--- config.mk ---
export PLATFORM = sky130hd
export DESIGN_NAME = simon_pad
export DESIGN_NICKNAME = d
export VERILOG_FILES = /design/src/rtl/simon_pad.sv
export SDC_FILE = /design/constraint.sdc
export NUM_CORES = 1
export LEC_CHECK = 0
export ABC_CLOCK_PERIOD_IN_PS = 3700
export BUFFER_PORTS_ARGS = -buffer_cell sky130_fd_sc_hd__buf_2
export CORE_ASPECT_RATIO = 1.75
export CORE_MARGIN = 2
export CORE_UTILIZATION = 43
export CTS_BUF_LIST = sky130_fd_sc_hd__clkbuf_16
export DETAILED_ROUTE_END_ITERATION = 16
export GPL_ROUTABILITY_DRIVEN = 0
export SETUP_SLACK_MARGIN = 0.3
export SYNTH_ARGS = -nofsm -noshare
export SYNTH_HDL_FRONTEND = slang
export SYNTH_SLANG_ARGS = --single-unit
export TNS_END_PERCENT = 10
--- constraint.sdc ---
create_clock -name clk -period 3.7 [get_ports clk]
set_clock_uncertainty 0.15 [all_clocks]
set_input_delay 0.555 -clock clk [delete_from_list [all_inputs] [get_ports clk]]
set_output_delay 0.555 -clock clk [all_outputs]
set_load 0.05 [all_outputs]
--- src/rtl/simon_pad.sv ---
// Player-side front end of the Simon game: button sync/debounce, press encoding
// with turn lockout and idle timeout, and lamp drive (playback, player, game-over flash).
module simon_pad #(
    parameter int DEBOUNCE_CYCLES = 3,
    parameter int TIMEOUT_CYCLES  = 300,
    parameter int FLASH_HALF      = 15
) (
    input  logic       clk,
    input  logic       reset,
    input  logic [3:0] btn,
    input  logic       simonTurn,
    input  logic [1:0] simonNum,
    input  logic       simonPressed,
    input  logic       gameOver,
    output logic [1:0] playerNum,
    output logic       playerPressed,
    output logic [3:0] led,
    output logic       timeout,
    output logic       multiPress
);

    localparam int DB_W   = $clog2(DEBOUNCE_CYCLES + 1);
    localparam int IDLE_W = $clog2(TIMEOUT_CYCLES + 1);
    localparam int FL_W   = $clog2(FLASH_HALF + 1);

    localparam logic [DB_W-1:0]   DB_LAST   = DB_W'(DEBOUNCE_CYCLES - 1);
    localparam logic [IDLE_W-1:0] IDLE_MAX  = IDLE_W'(TIMEOUT_CYCLES);
    localparam logic [IDLE_W-1:0] IDLE_LAST = IDLE_W'(TIMEOUT_CYCLES - 1);
    localparam logic [FL_W-1:0]   FL_LAST   = FL_W'(FLASH_HALF - 1);

    typedef enum logic [1:0] {LOCKED, WAIT_UP, ARMED, HELD} state_t;

    logic [3:0]      sync1_q, sync2_q;
    logic [3:0]      db_q;
    logic [DB_W-1:0] db_cnt_q [4];

    state_t            state_q;
    logic [1:0]        num_q;
    logic              pressed_q;
    logic              multi_q;
    logic              timeout_q;
    logic [IDLE_W-1:0] idle_q;

    logic [FL_W-1:0] flash_cnt_q, flash_cnt_d;
    logic            flash_on_q, flash_on_d;
    logic            game_over_q;
    logic [3:0]      led_q, led_d;

    logic [2:0] db_count;
    logic [1:0] db_idx;

    // NOTE: sequential state is always assigned with <= so every flop samples pre-edge values.
    always_ff @(posedge clk or posedge reset) begin
        if (reset) begin
            sync1_q <= '0;
            sync2_q <= '0;
        end else begin
            sync1_q <= btn;
            sync2_q <= sync1_q;
        end
    end

    // NOTE: the small counter array is reset explicitly; it is control state, not storage.
    always_ff @(posedge clk or posedge reset) begin
        if (reset) begin
            db_q <= '0;
            for (int i = 0; i < 4; i++) db_cnt_q[i] <= '0;
        end else begin
            for (int i = 0; i < 4; i++) begin
                if (sync2_q[i] != db_q[i]) begin
                    if (db_cnt_q[i] == DB_LAST) begin
                        db_q[i]     <= ~db_q[i];
                        db_cnt_q[i] <= '0;
                    end else begin
                        db_cnt_q[i] <= db_cnt_q[i] + DB_W'(1);
                    end
                end else begin
                    db_cnt_q[i] <= '0;
                end
            end
        end
    end

    // NOTE: every always_comb output gets a default first so no latch is inferred.
    always_comb begin
        db_count = '0;
        db_idx   = '0;
        for (int i = 0; i < 4; i++) begin
            if (db_q[i]) begin
                db_count = db_count + 3'd1;
                db_idx   = 2'(i);
            end
        end
    end

    always_ff @(posedge clk or posedge reset) begin
        if (reset) begin
            state_q   <= LOCKED;
            num_q     <= '0;
            pressed_q <= 1'b0;
            multi_q   <= 1'b0;
            timeout_q <= 1'b0;
            idle_q    <= '0;
        end else begin
            multi_q <= 1'b0;
            if (gameOver || simonTurn) begin
                state_q   <= LOCKED;
                pressed_q <= 1'b0;
                timeout_q <= 1'b0;
                idle_q    <= '0;
            end else begin
                case (state_q)
                    LOCKED:  state_q <= WAIT_UP;
                    // A button still held from the previous turn must be released first.
                    WAIT_UP: if (db_q == 4'b0000) state_q <= ARMED;
                    ARMED: begin
                        if (db_count == 3'd1) begin
                            num_q     <= db_idx;
                            pressed_q <= 1'b1;
                            state_q   <= HELD;
                            idle_q    <= '0;
                        end else if (db_count > 3'd1) begin
                            multi_q <= 1'b1;
                            state_q <= WAIT_UP;
                            idle_q  <= '0;
                        end else begin
                            if (idle_q != IDLE_MAX) idle_q <= idle_q + IDLE_W'(1);
                            if (idle_q >= IDLE_LAST) timeout_q <= 1'b1;
                        end
                    end
                    HELD: begin
                        if (!db_q[num_q]) begin
                            pressed_q <= 1'b0;
                            state_q   <= ARMED;
                        end
                    end
                    default: state_q <= LOCKED;
                endcase
            end
        end
    end

    always_comb begin
        flash_cnt_d = '0;
        flash_on_d  = 1'b0;
        led_d       = 4'b0000;
        if (gameOver) begin
            if (!game_over_q) begin
                flash_on_d = 1'b1;
            end else if (flash_cnt_q == FL_LAST) begin
                flash_on_d = ~flash_on_q;
            end else begin
                flash_cnt_d = flash_cnt_q + FL_W'(1);
                flash_on_d  = flash_on_q;
            end
            led_d = {4{flash_on_d}};
        end else if (simonTurn) begin
            led_d = simonPressed ? (4'b0001 << simonNum) : 4'b0000;
        end else begin
            led_d = pressed_q ? (4'b0001 << num_q) : 4'b0000;
        end
    end

    always_ff @(posedge clk or posedge reset) begin
        if (reset) begin
            flash_cnt_q <= '0;
            flash_on_q  <= 1'b0;
            game_over_q <= 1'b0;
            led_q       <= '0;
        end else begin
            flash_cnt_q <= flash_cnt_d;
            flash_on_q  <= flash_on_d;
            game_over_q <= gameOver;
            led_q       <= led_d;
        end
    end

    assign playerNum     = num_q;
    assign playerPressed = pressed_q;
    assign led           = led_q;
    assign timeout       = timeout_q;
    assign multiPress    = multi_q;

endmodule

After elaboration in Yosys (flattened, before gate mapping):

Index checks and enable logic that the tools add are counted.

* $lt $le $gt $ge: 3
* shift-type cells: 2
* muxes and demuxes: 51
* add/subtract/negate cells: 9
* reduce and logical (&&, ||, !) cells: 16
* bitwise gates (word level): 6
* eq/ne operators: 20

Operators by type and width (number)
* $mux W9: 5
* $mux W2: 15
* $mux W4: 7
* $mux W1: 18
* $eq A2 B2 Y1 const B: 6
* $reduce_and A2 Y1: 5
* $add A3 B1 Y3 const B: 3
* $add A9 B1 Y9 const B: 1
* $ge A9 B9 Y1 const B: 1
* $mux W3: 3
* $ne A3 B3 Y1 const B: 3
* $ne A9 B9 Y1 const B: 1
* $reduce_and A3 Y1: 3
* $add A2 B1 Y2 const B: 4
* $pmux W2 S4: 1
* $shl A1 B2 Y4 const A: 2
* $not A1 Y1: 6
* $add A4 B1 Y4 const B: 1
* $eq A4 B4 Y1 const B: 1
* $logic_not A4 Y1: 1
* $ne A1 B1 Y1: 4
* $ne A2 B2 Y1 const B: 2
* $ne A4 B4 Y1 const B: 1
* $reduce_and A4 Y1: 1
* other kinds (11): 12

* input port bits: 11
* register bits after elaboration: 46
* output and inout port bits: 9
* word-level logic and storage cells: 127

Longest topological paths before layout:

* depth after elaboration: 12
* mapped depth: 11
* gate-level depth less buffers: 10

Worst setup path before layout:

No wires, ideal clock.

* path type: register -> register
* start: register db_q[0]
* end: register idle_q[5]
* data required time: 3.468 ns
* stages on the path, launching flop included: 11
* period minus slack after synthesis: 2.635 ns
* arrival: 2.403 ns
* path slack: 1.065 ns
* setup time: 0.082 ns
* cells stage by stage: dfrtp_1 > inv_1 > ha_1 > xnor2_2 > inv_1 > ha_1 > nor2b_2 > a31oi_1 > nand3b_2 > or4_1 > a31oi_1

* word-level cells in the longest chain between the ends: 12
* elaborated cells on any way between the ends: 15
* those cells by class: add/sub (3); order compare (1); eq/ne (1); mux (8); reduce/logical (2)

RTL lines
* start: declaration: line 34 `logic [3:0] db_q;`
* start signal: indexed assignment: line 72 `db_q[i] <= ~db_q[i];`
* $mux W1 *: line 89 `if (db_q[i]) begin`
* $add A3 B1 Y3: line 90 `db_count = db_count + 3'd1;`
* $mux W3 *: line 89
* $add A3 B1 Y3: line 90
* $mux W3 *: line 89
* $add A3 B1 Y3: line 90
* $mux W3 *: line 89
* $gt A3 B1 Y1: line 122 `end else if (db_count > 3'd1) begin`
* $mux W9: line 122
* $mux W9: line 117 `if (db_count == 3'd1) begin`
* $mux W9: line 112 `case (state_q)`
* $mux W9: line 106 `if (gameOver || simonTurn) begin`
* end signal: assignment: line 127 `if (idle_q != IDLE_MAX) idle_q <= idle_q + IDLE_W'(1);`
* end: declaration: line 42 `logic [IDLE_W-1:0] idle_q;`

Every way passes the cells marked *; elsewhere a longest branch is shown, timed or not. The select of a mux whose other input is x is not followed.
A chain may end at the register's enable or synchronous reset.

Final worst setup path:

* start: register db_q[0]
* end: register state_q[1]

* word-level cells in the longest chain between the ends: 11
* elaborated cells on any way between the ends: 19
* those cells by class: add/sub (3); order compare (1); eq/ne (4); mux (9); reduce/logical (2)

RTL lines
* branches (longest 11 deep; another with $add A3 B1 Y3)
* end signal: assignment: line 107 `state_q <= LOCKED;`
* end signal: assignment: line 113 `LOCKED: state_q <= WAIT_UP;`
* end signal: assignment: line 115 `WAIT_UP: if (db_q == 4'b0000) state_q <= ARMED;`
* end: declaration: line 37 `state_t state_q;`

Parallel ways; which one is timed is not known. The select of a mux whose other input is x is not followed.

==> flow_summary.ini <==
[floorplan]
rows = 35
start_util_pct = 44.1
die_area_mm2 = 0.00592
die_w_um = 59.0
die_h_um = 100
core_mm2 = 0.00517
ios = 20

[worst_hold_path]
hold_path_end = sync2_q[3]
hold_start = sync1_q[3]
hold_depth = 0
worst_hold_path_type = flip-flop to flip-flop

[finish]
num-fill-cells = 495
syn2layout_area_growth_pct = 12.0
drive_gt1_share_pct = 17.6
fin_nets = 256
antenna_cells = 0

[synth]
ys_types = 54
synth_adder_area_share_pct = 4.40
avgSynthCellArea_um2 = 10.5
yosys-mux-area-fraction_pct = 3.02
synth.top_cells.by_count = dfrtp_1 (46), nand2_1 (18), inv_1 (16), nor2_1 (14), nor3_1 (11)
synth_top_family_by_area = simple AND/OR/NAND/NOR gates
async_reset_ff_share_pct = 100
synth_top_area_cell = dfrtp_1
syn-num-nets = 235
synth_cells = 216
synth-compound-area-share_pct = 12.9
synth-xor-area-share_pct = 4.62
synth_most_common_cell = dfrtp_1
synth_flop_cell = dfrtp_1
synth_edf_count = 0
synth_simple_gate_area_share_pct = 20.2
ys.warnings.count = 0
synth_seq_cells = 46
ys_seq_area_share_pct = 50.5
syn_area_mm2 = 0.00228
synth.top_cell.area_share_pct = 50.5
yosys-top-cells-area = dfrtp_1 (51%), ha_1 (4.4%), nand2_1 (3.0%)

[sta]
clock.fmax_mhz = 354
fin_setup_tns_ns = 0
tightest_slew_ns = 0.954
whs_ns = 0.197
period_needed_ns = 2.83
slew_headroom_pct = 36.3
maxSlewViolCount = 0
fin_crit_sh_pct = 76.4
rsz0062_at_grt = no
final-setup-viol-count = 0
hold_viol_final = 0

[grt]
grt.met1_usage_pct = 18.0
overflow = 0
antenna_found_initial = 0
grt_pass1_vias = 1664
grt_pass1_wl_um = 7570
met3_usage_pct = 3.61
busiest_layer = met2
grt_use_met2_pct = 30.3
grt_max_degree = 47
grt.total_usage_pct = 16.9

[placed_design]
hpwl_um = 3290
port_buffers = 19

[drt]
firstDrtPassIters = 4
drc_errors = 0
num_vias = 1625
vias_per_cell = 5.55
drtIter0Drc = 60
wl_um = 4410
ant_nets = 0
routedWlPerCell_um = 15.1

[critical_path]
cp-end-kind = flip-flop
arrival_ns = 2.86
r2r-start = db_q[0]
crit_required_ns = 3.73
critPathLaunchType = flip-flop
r2r_setup_slack_ns = 0.87
timing.rr.end = state_q[1]
crit_type = flip-flop to flip-flop
critPathMaxFanout = 11
r2r_cells = 11

[power_and_ir_drop]
p_leak_uw = 0.00118
vdd_drop_max_mv = 0.307
p_per_area_mw_per_mm2 = 667

[clock_network]
cts.sinks = 46
cts_resized = 0
cts_tree = yes
clk_latency_ns = 0.28
cts-root-buf = clkbuf_16
hold_buffers = 0
cts_setup_buffers = 0
cts.path.max_buffers = 2
htreeDepth = 2
cts_buffers = 5
cts.clk_slew.worst_paths_ns = 0.06

[status]
status = completed

[flow_run]
cap_viol_max_count = 0
## worst max-delay path, cell delays in order, from the launching register on
cell      delay, ns
dfrtp_1        0.39
inv_1          0.09
ha_1           0.37
xnor2_2        0.22
inv_1          0.07
ha_1           0.29
nor2b_2        0.05
a221o_2        0.38
nor3b_2        0.18
buf_4          0.20
nor2_1         0.05
a221oi_1       0.28
## per-stage QoR
step                      setup WS (ns)  total power, µW  cell area (µm²)  utilization, %  cells
after floorplan                    1.07             1180             2280               -    216
after global placement            0.942             1270             2410            46.6    285
after detailed placement          0.856             1290             2410            46.6    285
after CTS                         0.848             1720             2550            49.4    293
after global routing              0.618             1820             2550            49.4    293
final                             0.875             1700             2550            49.4    293
## cells by family (layout without fill, tap and decap cells)
| kind of cell | after synthesis | after routing |
|---|---|---|
| simple gates | 85 | 85 |
| flops | 46 | 46 |
| compound gates | 41 | 41 |
| buf+inv | 22 | 44 |
| xor+xnor | 9 | 9 |
| fa+ha+maj | 8 | 8 |
| mux | 5 | 5 |
## area by class of cell
type / count / area [µm²] / area share (%)
Sequential cell: 46 / 1150 / 45.1
Clock inverter: 3 / 16.3 / 0.638
Timing Repair Buffer: 20 / 103 / 4.02
Multi-Input combinational cell: 148 / 1030 / 40.3
Inverter: 16 / 60.1 / 2.35
Clock buffer: 5 / 125 / 4.90
Tap cell: 55 / 68.8 / 2.70
## layer usage
layer	share of wire (%)	vias up
met5	0	-
met4	2.6	0
met3	1.9	9
met2	55	18
met1	40	788
li1	-	810
## where the power goes
part,internal [µW],switching [µW]
clock,247,183
sequential,574,73.0
combinational,269,356
## flip-flops by register name, indices dropped and copies added, names as in the netlist, 2 cells and up
register	cells
db_cnt_q	8
sync1_q	4
state_q	2
sync2_q	4
led	4
flash_cnt_q	4
playerNum	2
idle_q	9
db_q	4
## placed cells by master (no fill, tap or decap), types with 5 or more instances in the layout
cell	count
dfrtp_1	46
buf_2	19
nand2_1	18
inv_1	15
nor2_1	14
nor3_1	11
nand3_1	9
o21ai_0	8
a21oi_1	8
ha_1	8
and3_1	5
xnor2_1	5
clkbuf_16	5
## how the worst max path moves through the flow
stage,from,endpoint,depth (start not counted)
after floorplan,db_q[0],idle_q[5],10
after global placement,db_q[0],idle_q[5],10
after global routing,db_q[0],idle_q[5],10
after CTS,db_q[0],state_q[1],11
final,db_q[0],state_q[1],11
after detailed placement,db_q[0],state_q[1],11
(Power assumes the default switching activity.)
